### config.mk
export PLATFORM = sky130hd
export DESIGN_NAME = sample_pwm_modulator
export DESIGN_NICKNAME = d
export VERILOG_FILES = /design/src/rtl/fg_pkg.sv /design/src/rtl/pwm_sample_buffer.sv /design/src/rtl/sample_pwm_modulator.sv
export SDC_FILE = /design/constraint.sdc
export NUM_CORES = 1
export LEC_CHECK = 0
export CORE_ASPECT_RATIO = 0.5
export CORE_UTILIZATION = 40
export DETAILED_ROUTE_END_ITERATION = 7
export GPL_ROUTABILITY_DRIVEN = 1
export PLACE_DENSITY = 0.61
export RECOVER_POWER = 25
export SYNTH_ARGS = -nofsm -noshare
export SYNTH_HDL_FRONTEND = slang
export SYNTH_SLANG_ARGS = --single-unit
### constraint.sdc
create_clock -name clk -period 3.8 [get_ports clk]
set_clock_uncertainty 0.05 [all_clocks]
set_input_delay 0.57 -clock clk [delete_from_list [all_inputs] [get_ports clk]]
set_output_delay 0.57 -clock clk [all_outputs]
set_load 0.01 [all_outputs]
### src/rtl/fg_pkg.sv
// Shared types and default widths for the sample-to-PWM modulator.
// Dithering of the duty cycle is enabled by defining PWM_DITHER_EN.
package fg_pkg;

    localparam int DEFAULT_IN_W  = 16;
    localparam int DEFAULT_CNT_W = 10;

    typedef enum logic [1:0] {
        IDLE,
        ARM,
        RUN
    } pwm_state_t;

endpackage

### src/rtl/pwm_sample_buffer.sv
// One-entry holding buffer between the generator sum stage and the PWM core.
// New samples are refused while the entry is occupied; the core empties it on a duty load.
module pwm_sample_buffer
    import fg_pkg::*;
#(
    parameter int IN_W = DEFAULT_IN_W
) (
    input  logic            clk,
    input  logic            reset,
    input  logic [IN_W-1:0] sample_in,
    input  logic            sample_valid,
    input  logic            consume,
    output logic            sample_ready,
    output logic [IN_W-1:0] buf_data,
    output logic            buf_full
);

    assign sample_ready = !buf_full;

    // A write and a consume can never coincide because writes need an empty entry.
    always_ff @(posedge clk or posedge reset) begin
        if (reset) begin
            buf_data <= '0;
            buf_full <= 1'b0;
        end else if (sample_valid && !buf_full) begin
            buf_data <= sample_in;
            buf_full <= 1'b1;
        end else if (consume) begin
            buf_full <= 1'b0;
        end
    end

endmodule

### src/rtl/sample_pwm_modulator.sv
// Converts a stream of unsigned samples into a PWM waveform, one sample per period.
// Define PWM_DITHER_EN to carry the truncated fraction forward into later duty values.
module sample_pwm_modulator
    import fg_pkg::*;
#(
    parameter int IN_W  = DEFAULT_IN_W,
    parameter int CNT_W = DEFAULT_CNT_W
) (
    input  logic            clk,
    input  logic            reset,
    input  logic            enable,
    input  logic [IN_W-1:0] sample_in,
    input  logic            sample_valid,
    output logic            sample_ready,
    output logic            pwm,
    output logic            period_start,
    output logic            underrun
);

    localparam int FRAC_W = IN_W - CNT_W;
    localparam logic [CNT_W-1:0] CNT_MAX = {CNT_W{1'b1}};
    localparam logic [CNT_W-1:0] CNT_ONE = {{(CNT_W-1){1'b0}}, 1'b1};

    pwm_state_t       state;
    logic [CNT_W-1:0] cnt;
    logic [CNT_W-1:0] duty;
    logic [CNT_W-1:0] duty_next;
    logic [CNT_W-1:0] trunc_duty;
    logic [IN_W-1:0]  buf_data;
    logic             buf_full;
    logic             at_wrap;
    logic             consume;

    pwm_sample_buffer #(
        .IN_W(IN_W)
    ) u_buffer (
        .clk         (clk),
        .reset       (reset),
        .sample_in   (sample_in),
        .sample_valid(sample_valid),
        .consume     (consume),
        .sample_ready(sample_ready),
        .buf_data    (buf_data),
        .buf_full    (buf_full)
    );

    assign trunc_duty = buf_data[IN_W-1 -: CNT_W];
    assign at_wrap    = (cnt == CNT_MAX);
    assign consume    = enable && buf_full &&
                        ((state == ARM) || ((state == RUN) && at_wrap));

`ifdef PWM_DITHER_EN
    logic [FRAC_W-1:0] err;
    logic [FRAC_W:0]   err_sum;

    assign err_sum   = {1'b0, err} + {1'b0, buf_data[FRAC_W-1:0]};
    assign duty_next = (err_sum[FRAC_W] && (trunc_duty != CNT_MAX)) ?
                       trunc_duty + CNT_ONE : trunc_duty;

    // The fraction accumulator only advances when a duty value is actually taken.
    always_ff @(posedge clk or posedge reset) begin
        if (reset) begin
            err <= '0;
        end else if (consume) begin
            err <= err_sum[FRAC_W-1:0];
        end
    end
`else
    logic unused_frac;

    assign unused_frac = ^buf_data[FRAC_W-1:0];
    assign duty_next   = trunc_duty;
`endif

    // pwm lags cnt by one cycle; the duty swap happens on the same edge cnt wraps to zero.
    always_ff @(posedge clk or posedge reset) begin
        if (reset) begin
            state        <= IDLE;
            cnt          <= '0;
            duty         <= '0;
            pwm          <= 1'b0;
            period_start <= 1'b0;
            underrun     <= 1'b0;
        end else begin
            period_start <= 1'b0;
            underrun     <= 1'b0;
            if (!enable) begin
                state <= IDLE;
                cnt   <= '0;
                pwm   <= 1'b0;
            end else begin
                case (state)
                    IDLE: begin
                        cnt   <= '0;
                        pwm   <= 1'b0;
                        state <= ARM;
                    end
                    ARM: begin
                        cnt <= '0;
                        pwm <= 1'b0;
                        if (buf_full) begin
                            duty         <= duty_next;
                            state        <= RUN;
                            period_start <= 1'b1;
                        end
                    end
                    RUN: begin
                        pwm <= (cnt < duty);
                        cnt <= cnt + CNT_ONE;
                        if (at_wrap) begin
                            period_start <= 1'b1;
                            if (buf_full) begin
                                duty <= duty_next;
                            end else begin
                                underrun <= 1'b1;
                            end
                        end
                    end
                    default: begin
                        state <= IDLE;
                        cnt   <= '0;
                        pwm   <= 1'b0;
                    end
                endcase
            end
        end
    end

endmodule
## Word-level counts from Yosys, hierarchy flattened

Index checks and enable logic that the tools add are counted.
W data, S select, Z words.

- Input port bits: 20
- Word-level logic and storage cells: 47
- Output and inout port bits: 4
- Bits in registers: 42

- Reductions and logical operators: 11
- Eq/ne operators: 6
- Add/subtract/negate cells: 1
- Magnitude comparators: 1
- Mux-type cells: 20

Operators with widths:

| kind | number |
|---|---|
| $mux W10 | 4 |
| $pmux W10 S2 | 1 |
| $mux W1 | 11 |
| $add A10 B1 Y10 const B | 1 |
| $eq A10 B10 Y1 const B | 1 |
| $lt A10 B10 Y1 | 1 |
| $pmux W2 S3 | 1 |
| $logic_and A1 B1 Y1 | 4 |
| $mux W2 | 2 |
| $ne A2 B2 Y1 const B | 2 |
| $reduce_bool A2 Y1 | 2 |
| $ne A3 B2 Y1 const B | 1 |
| $reduce_and A3 Y1 | 1 |
| $eq A2 B1 Y1 const B | 1 |
| $eq A2 B2 Y1 const B | 1 |
| $logic_not A2 Y1 | 1 |
| $pmux W1 S2 | 1 |
| $reduce_and A2 Y1 | 1 |
| $logic_not A1 Y1 | 1 |
| $logic_or A1 B1 Y1 | 1 |

## Logic depth before layout (Yosys ltp)

Gate-level depths: netlist of the first run.

- Depth after elaboration: 6
- Gate-level depth with buffers: 7
- Gate-level depth less buffers: 6

## Hierarchy

From an unflattened synthesis of the first run, not the netlist that was laid out.

- Cell total of the unflattened synthesis: 163
- Area total of the unflattened synthesis: 2,063.2 um2

Modules (own cells, without submodules):

| module | times used | area an instance (um2) | sequential area each (um2) | cells an instance |
|---|---|---|---|---|
| sample_pwm_modulator | 1 | 1,380.1 | 625.6 | 124 |
| pwm_sample_buffer | 1 | 683.2 | 425.4 | 39 |

## Worst setup path after synthesis of the first run

No wires, ideal clock.

- Path type: register to register
- Start point: register cnt[0]
- End point: register duty[0]
- Data required time: 3.625 ns
- Data arrival time: 1.596 ns
- Path buffers: 1
- Setup slack: 2.029 ns
- Setup time: 0.125 ns
- Period minus slack after synthesis: 1.771 ns
- Cell stages (with the launch flop): 7
- Cell sequence: dfrtp_1 ha_1 and4_4 nand3_2 o32a_1 buf_6 mux2_4

- Word-level cells in the longest chain between the ends: 3

RTL lines:

| what | RTL line | text |
|---|---|---|
| start: declaration | sample_pwm_modulator.sv:25 | `logic [CNT_W-1:0] cnt;` |
| start signal: assignment | sample_pwm_modulator.sv:109 | `cnt <= cnt + CNT_ONE;` |
| $eq A10 B10 Y1 | sample_pwm_modulator.sv:48 | `assign at_wrap = (cnt == CNT_MAX);` |
| $ne A2 B2 Y1 (no line) | - |  |
| $reduce_and A3 Y1 (no line) | - |  |
| end signal: assignment | sample_pwm_modulator.sv:102 | `duty <= duty_next;` |
| end signal: assignment | sample_pwm_modulator.sv:113 | `duty <= duty_next;` |
| end: declaration | sample_pwm_modulator.sv:26 | `logic [CNT_W-1:0] duty;` |

No other way between the ends.
A chain may end at the register's enable or synchronous reset.

==> flow_summary.yaml, run 1 <==
critical_path:
  regToRegSetupSlack_ns: 1.50
  startpoint_type: "input pin"
  cp-end-kind: "asynchronous set/reset pin"
  criticalPathCategory: "in -> async"
  cp.arrival_ns: 2.50
  r2r_cells: 5
  rr_endpoint: "duty[4]"
  regToRegStartpoint: "state[0]"
  required_ns: 3.78
  crit_path_max_fanout: 36
floorplan:
  die_w_um: 96.4
  rows: 16
  die_y_um: 49.2
  ios: 24
  dieArea_um2: 4740
  start_util_pct: 43.6
  core-area_um2: 4080
clock_tree:
  clockRootBuffer: "clkbuf_8"
  cts-buffers-inserted: 5
  clockBufferDepth: 2
  worstSkewPairLatency_ns: 0.28
  htree_levels: 2
  post_cts_buffers: 0
  cts_tree: "built"
  clkTransAtPathRegs_ns: 0.07
  ctsHoldBuffers: 0
  clock-sinks: 36
  cts_resized: 0
logic_synthesis:
  syn_nets: 180
  netlist_top_cells_area: "dfrtp_1 51%, ha_1 9.8%, mux2_4 8.4%"
  synth_area_per_cell_um2: 12.2
  synth_cell_types: 28
  synthesis.area_um2: 1780
  synth-seq-cells: 36
  ys_warn_count: 0
  ys_seq_area_share_pct: 50.6
  synth_top_area_cell: "dfrtp_1"
  synth_top_area_share_pct: 50.6
  netlist_instances: 146
power:
  total_leakage_power_nw: 1.01
  pwr-share-comb_pct: 32.0
  sw_frac_of_total_pct: 29.4
  p_per_area_nw_per_um2: 606
  clock_power_share_pct: 21.9
  p_sw_uw: 375
  vdd.ir_drop.worst_mv: 0.281
  p_seq_share_pct: 46.1
  intPower_uw: 900
detailed_routing:
  wl_mm: 2.93
  routed_via_density: 4.90
  route.detailed.drc: 0
  num_vias: 1097
  avgRoutedWirePerCell_um: 13.1
  dr.first_iter.drc_count: 72
  route.antenna.remaining_nets: 0
  first_pass_iters: 4
run:
  drv_cap: 1
grt:
  grt_pass1_vias: 1148
  grt_pass1_wl_mm: 5.35
  grt_max_degree: 37
  grt_use_total_pct: 15.6
  grt_antenna_before_repair: 0
  grt_overflow: 0
hold_path:
  min-delay-start: "u_buffer.buf_data[11]"
  hold_end: "duty[5]"
  worstHoldPathCells: 1
  hp-class: "reg -> reg"
timing:
  final_hold_viol_count: 0
  hold_slack_ns: 0.451
  finalSetupTns_ns: 0
  period_share_pct: 66.3
  worstMarginPinSlew_ns: 1.87
  rsz0062_at_grt: "no"
  relSlewSlack_pct: -24.9
  fmax_mhz: 397
  period_needed_ns: 2.52
  maxSlewViolCount: 37
  setup_viol: 0
place:
  routabilityCongestion: 0.768
  dp_hpwl_mm: 2.19
  io_buffer_count: 17
cells_and_area:
  area_delta_synth_final_pct: 18.1
  drive_gt1_share_pct: 19.4
  diodes: 0
  final_nets: 203
run_status:
  violations: "max-capacitance violations, max-slew violations"
  status: "finished with violations"
==> flip-flops by register name (all words and copies together), names as in the netlist <==
signal / flops
u_buffer.buf_full: 1
pwm: 1
underrun: 1
cnt: 10
state: 2
duty: 10
period_start: 1
u_buffer.buf_data: 10
==> layout make-up <==
cell class | count | area, µm²
Multi-Input combinational cell | 94 | 813
Inverter | 13 | 48.8
Sequential cell | 36 | 901
Clock buffer | 6 | 82.6
Tap cell | 54 | 67.6
Fill cell | 389 | 1980
Timing Repair Buffer | 19 | 181
Clock inverter | 2 | 10.0
==> layout by cell type (no fill, tap or decap) <==
cell	count
buf_4	1
nand2_1	5
nor3_1	2
nor2_1	10
ha_1	14
mux2_4	10
inv_1	13
and4_1	1
clkbuf_1	1
and4_2	1
nor2b_1	3
nand3_1	4
o21ai_0	3
mux2_2	10
o32a_1	1
clkbuf_8	6
mux2i_1	2
xnor2_1	1
clkdlybuf4s50_1	16
xor2_1	7
nand3_2	1
a211oi_1	1
nand2b_1	2
clkinv_2	2
nand4_1	5
and4_4	2
and3_1	2
a21o_1	2
dfrtp_1	36
dlygate4sd3_1	1
a21oi_1	5
==> how the worst max path moves through the flow <==
stage	from	endpoint	slack, ns	cells past startpoint
6_report	reset	underrun	1.28	3
5_1_grt	reset	underrun	0.83	3
4_1_cts	enable	duty[2]	1.37	4
3_5_place_dp	enable	duty[2]	1.07	4
3_3_place_gp	enable	duty[3]	1.05	4
2_1_floorplan	cnt[0]	duty[0]	2.03	6
==> power groups by stage <==
stage               sequential [mW]  combinational (mW)  clock [mW]
floorplan                     0.571               0.332           0
global placement              0.588               0.404           0
detailed placement            0.598               0.419           0
CTS                           0.590               0.421       0.289
global route                  0.605               0.465       0.314
finish                        0.587               0.409       0.279
==> layer usage <==
metal,global-route usage (%),up-vias,part of all wire (%)
li1,-,548,-
met1,20.9,527,51
met3,5.14,5,4.2
met4,5.88,0,1.4
met5,0,-,0
met2,23.5,17,43
==> cell families (layout without fill, tap and decap cells) <==
family | Yosys count | after routing | synth area share (%)
compound gates | 12 | 12 | 4.07
flops | 36 | 36 | 50.6
mux | 22 | 22 | 15.9
simple gates | 38 | 38 | 11.9
xor+xnor | 8 | 8 | 3.93
buf+inv | 16 | 40 | 3.79
fa+ha+maj | 14 | 14 | 9.83
==> worst max-delay path: stages <==
cell           delay (ns)
dlygate4sd3_1        0.53
inv_1                0.05
clkbuf_1             1.34
==> metrics by stage <==
| stage | worst slack [ns] | utilization (%) | area [µm²] | power, mW | cells |
|---|---|---|---|---|---|
| detailed placement | 1.07 | 49.4 | 2020 | 1.02 | 216 |
| global placement | 1.05 | 49.4 | 2020 | 0.992 | 216 |
| floorplan | 2.03 | - | 1780 | 0.903 | 146 |
| global route | 0.835 | 51.5 | 2100 | 1.38 | 224 |
| finish | 1.28 | 51.5 | 2100 | 1.28 | 224 |
| CTS | 1.37 | 51.6 | 2110 | 1.30 | 224 |
==> synthesized netlist by cell type, drive strengths merged <==
| cell type | count |
|---|---|
| a21o | 2 |
| ha | 14 |
| dfrtp | 36 |
| clkbuf | 1 |
| nor2b | 3 |
| mux2i | 2 |
| xor2 | 7 |
| nand3 | 5 |
| o21ai | 3 |
| a211oi | 1 |
| nand4 | 5 |
| nand2 | 5 |
| and3 | 2 |
| mux2 | 20 |
| nor3 | 2 |
| and4 | 4 |
| buf | 2 |
| xnor2 | 1 |
| nor2 | 10 |
| a21oi | 5 |
| o32a | 1 |
| inv | 13 |
| nand2b | 2 |
Power figures use the tool's default switching activity.
==> run 2, diff against run 1 <==
Settings changed: PLACE_DENSITY 0.61 to 0.64.
Clock period 3.8 ns to 2.1 ns, I/O delays scaled along.
==> run 2 against run 1 <==
The flow now finishes without violations. Power rose by 83%. Combinational power up 89%. Worst hold slack worse by 0.0020 ns. Critical endpoint is now duty[7].
==> flow_summary.yaml, run 2 (synthesis results as in run 1) <==
detailed_routing:
  route.detailed.drc: 0
  route.antenna.remaining_nets: 0
  dr.first_iter.drc_count: 73
  wl_mm: 2.89
  avgRoutedWirePerCell_um: 12.7
  num_vias: 1116
  routed_via_density: 4.89
  first_pass_iters: 4
clock_tree:
  cts_tree: "built"
  worstSkewPairLatency_ns: 0.29
  clockRootBuffer: "clkbuf_8"
  cts_resized: 0
  htree_levels: 2
  post_cts_buffers: 0
  ctsHoldBuffers: 0
  clock-sinks: 36
  clkTransAtPathRegs_ns: 0.07
  cts-buffers-inserted: 5
  clockBufferDepth: 2
place:
  dp_hpwl_mm: 2.12
  io_buffer_count: 17
  dpl_worst_slack_ns: 0.165
  dpl_cell_area_um2: 2060
  routabilityCongestion: 0.822
grt:
  met2_usage_pct: 20.3
  met3_usage_pct: 4.36
  use_met1_pct: 20.7
  grt_pass1_wl_mm: 5.03
  grt_busiest_layer: "met1"
  grt_pass1_vias: 1101
  grt_use_total_pct: 14.4
  grt_antenna_before_repair: 0
  grt_max_degree: 37
  grt_overflow: 0
floorplan:
  start_util_pct: 43.6
  die_w_um: 96.4
  rows: 16
  die_y_um: 49.2
  core-area_um2: 4080
  ios: 24
  dieArea_um2: 4740
power:
  vdd.ir_drop.worst_mv: 0.523
  p_per_area_nw_per_um2: 1080
  intPower_mw: 1.66
  p_seq_share_pct: 45.2
  sw_frac_of_total_pct: 28.9
  p_sw_uw: 673
  power_mw: 2.33
  total_leakage_power_nw: 1.04
  pwr-share-comb_pct: 33.2
  clock_power_share_pct: 21.7
timing:
  relSlewSlack_pct: 41.3
  fin_ws_ns: 0.129
  setup_viol: 0
  final_hold_viol_count: 0
  period_needed_ns: 1.97
  hold_slack_ns: 0.449
  finalSetupTns_ns: 0
  worstMarginPinSlew_ns: 0.880
  fmax_mhz: 507
  maxSlewViolCount: 0
  rsz0062_at_grt: "no"
  period_share_pct: 93.9
run_status:
  status: "completed"
critical_path:
  criticalPathCategory: "reg -> reg"
  crit_path_max_fanout: 10
  cp_slowest_cell: "dfrtp_1"
  startpoint_type: "flop"
  required_ns: 2.22
  cp-end-kind: "flop"
  critPathMaxStageDelay_ns: 0.42
  path_cells: "ha_1 > and4_4 > nand3_2 > o32a_1 > buf_12 > mux2_4"
  cp.arrival_ns: 2.09
cells_and_area:
  area_delta_synth_final_pct: 20.6
  drive_gt1_share_pct: 21.8
  top_regs: "cnt (10), duty (10), u_buffer.buf_data (10)"
  final_nets: 207
  final_common_cell: "dfrtp_1"
  layout_common_cells: "36 x dfrtp_1, 16 x clkdlybuf4s50_1, 14 x ha_1, 13 x inv_1"
  postLayoutCellArea_um2: 2150
  diodes: 0
hold_path:
  hp-class: "reg -> reg"
run:
  drv_cap: 0
==> run 2: path summary, 6_finish.rpt <==
check / start / end / slack, ns / depth (start not counted)
worst min-delay path: u_buffer.buf_data[13] / duty[7] / 0.45 / 1
worst max-delay path: cnt[0] / duty[7] / 0.13 / 6
max in group asynchronous: reset / cnt[5] / 0.78 / 3
worst max register to register: cnt[0] / duty[7] / 0.13 / 6
min in group asynchronous: reset / duty[8] / 0.67 / 3
worst min register to register: u_buffer.buf_data[13] / duty[7] / 0.45 / 1
==> run 2: critical path, delay by kind of cell (launching register included) <==
kind | cells | cell delay (ns)
AOI/OAI and AO/OA | 1 | 0.33
adders and majority gates | 1 | 0.25
buffers and inverters | 1 | 0.17
DFF | 1 | 0.42
muxes | 1 | 0.29
and+or+nand+nor | 2 | 0.35
==> run 2: per-layer routing <==
metal | wire [µm] | up-vias
met5 | 0 | -
met4 | 36 | 0
met3 | 115 | 5
met2 | 1190 | 14
met1 | 1550 | 539
li1 | - | 558
==> run 2: area by class of cell <==
class / count / area [µm²]
Multi-Input combinational cell: 94 / 813
Tap cell: 54 / 67.6
Clock inverter: 2 / 10.0
Inverter: 13 / 48.8
Timing Repair Buffer: 23 / 225
Clock buffer: 6 / 82.6
Fill cell: 367 / 1940
Sequential cell: 36 / 901
==> run 2: metrics by stage <==
stage | utilization (%) | instances
floorplan | - | 146
global placement | 50.4 | 220
detailed placement | 50.4 | 220
CTS | 52.7 | 228
global route | 52.6 | 228
finish | 52.6 | 228
==> run 2: power groups by stage <==
| stage | clock (mW) | combinational [mW] | sequential, mW |
|---|---|---|---|
| after floorplan | 0 | 0.601 | 1.03 |
| after global placement | 0 | 0.767 | 1.06 |
| after detailed placement | 0 | 0.787 | 1.07 |
| after CTS | 0.521 | 0.790 | 1.06 |
| after global routing | 0.550 | 0.867 | 1.09 |
| final | 0.504 | 0.772 | 1.05 |
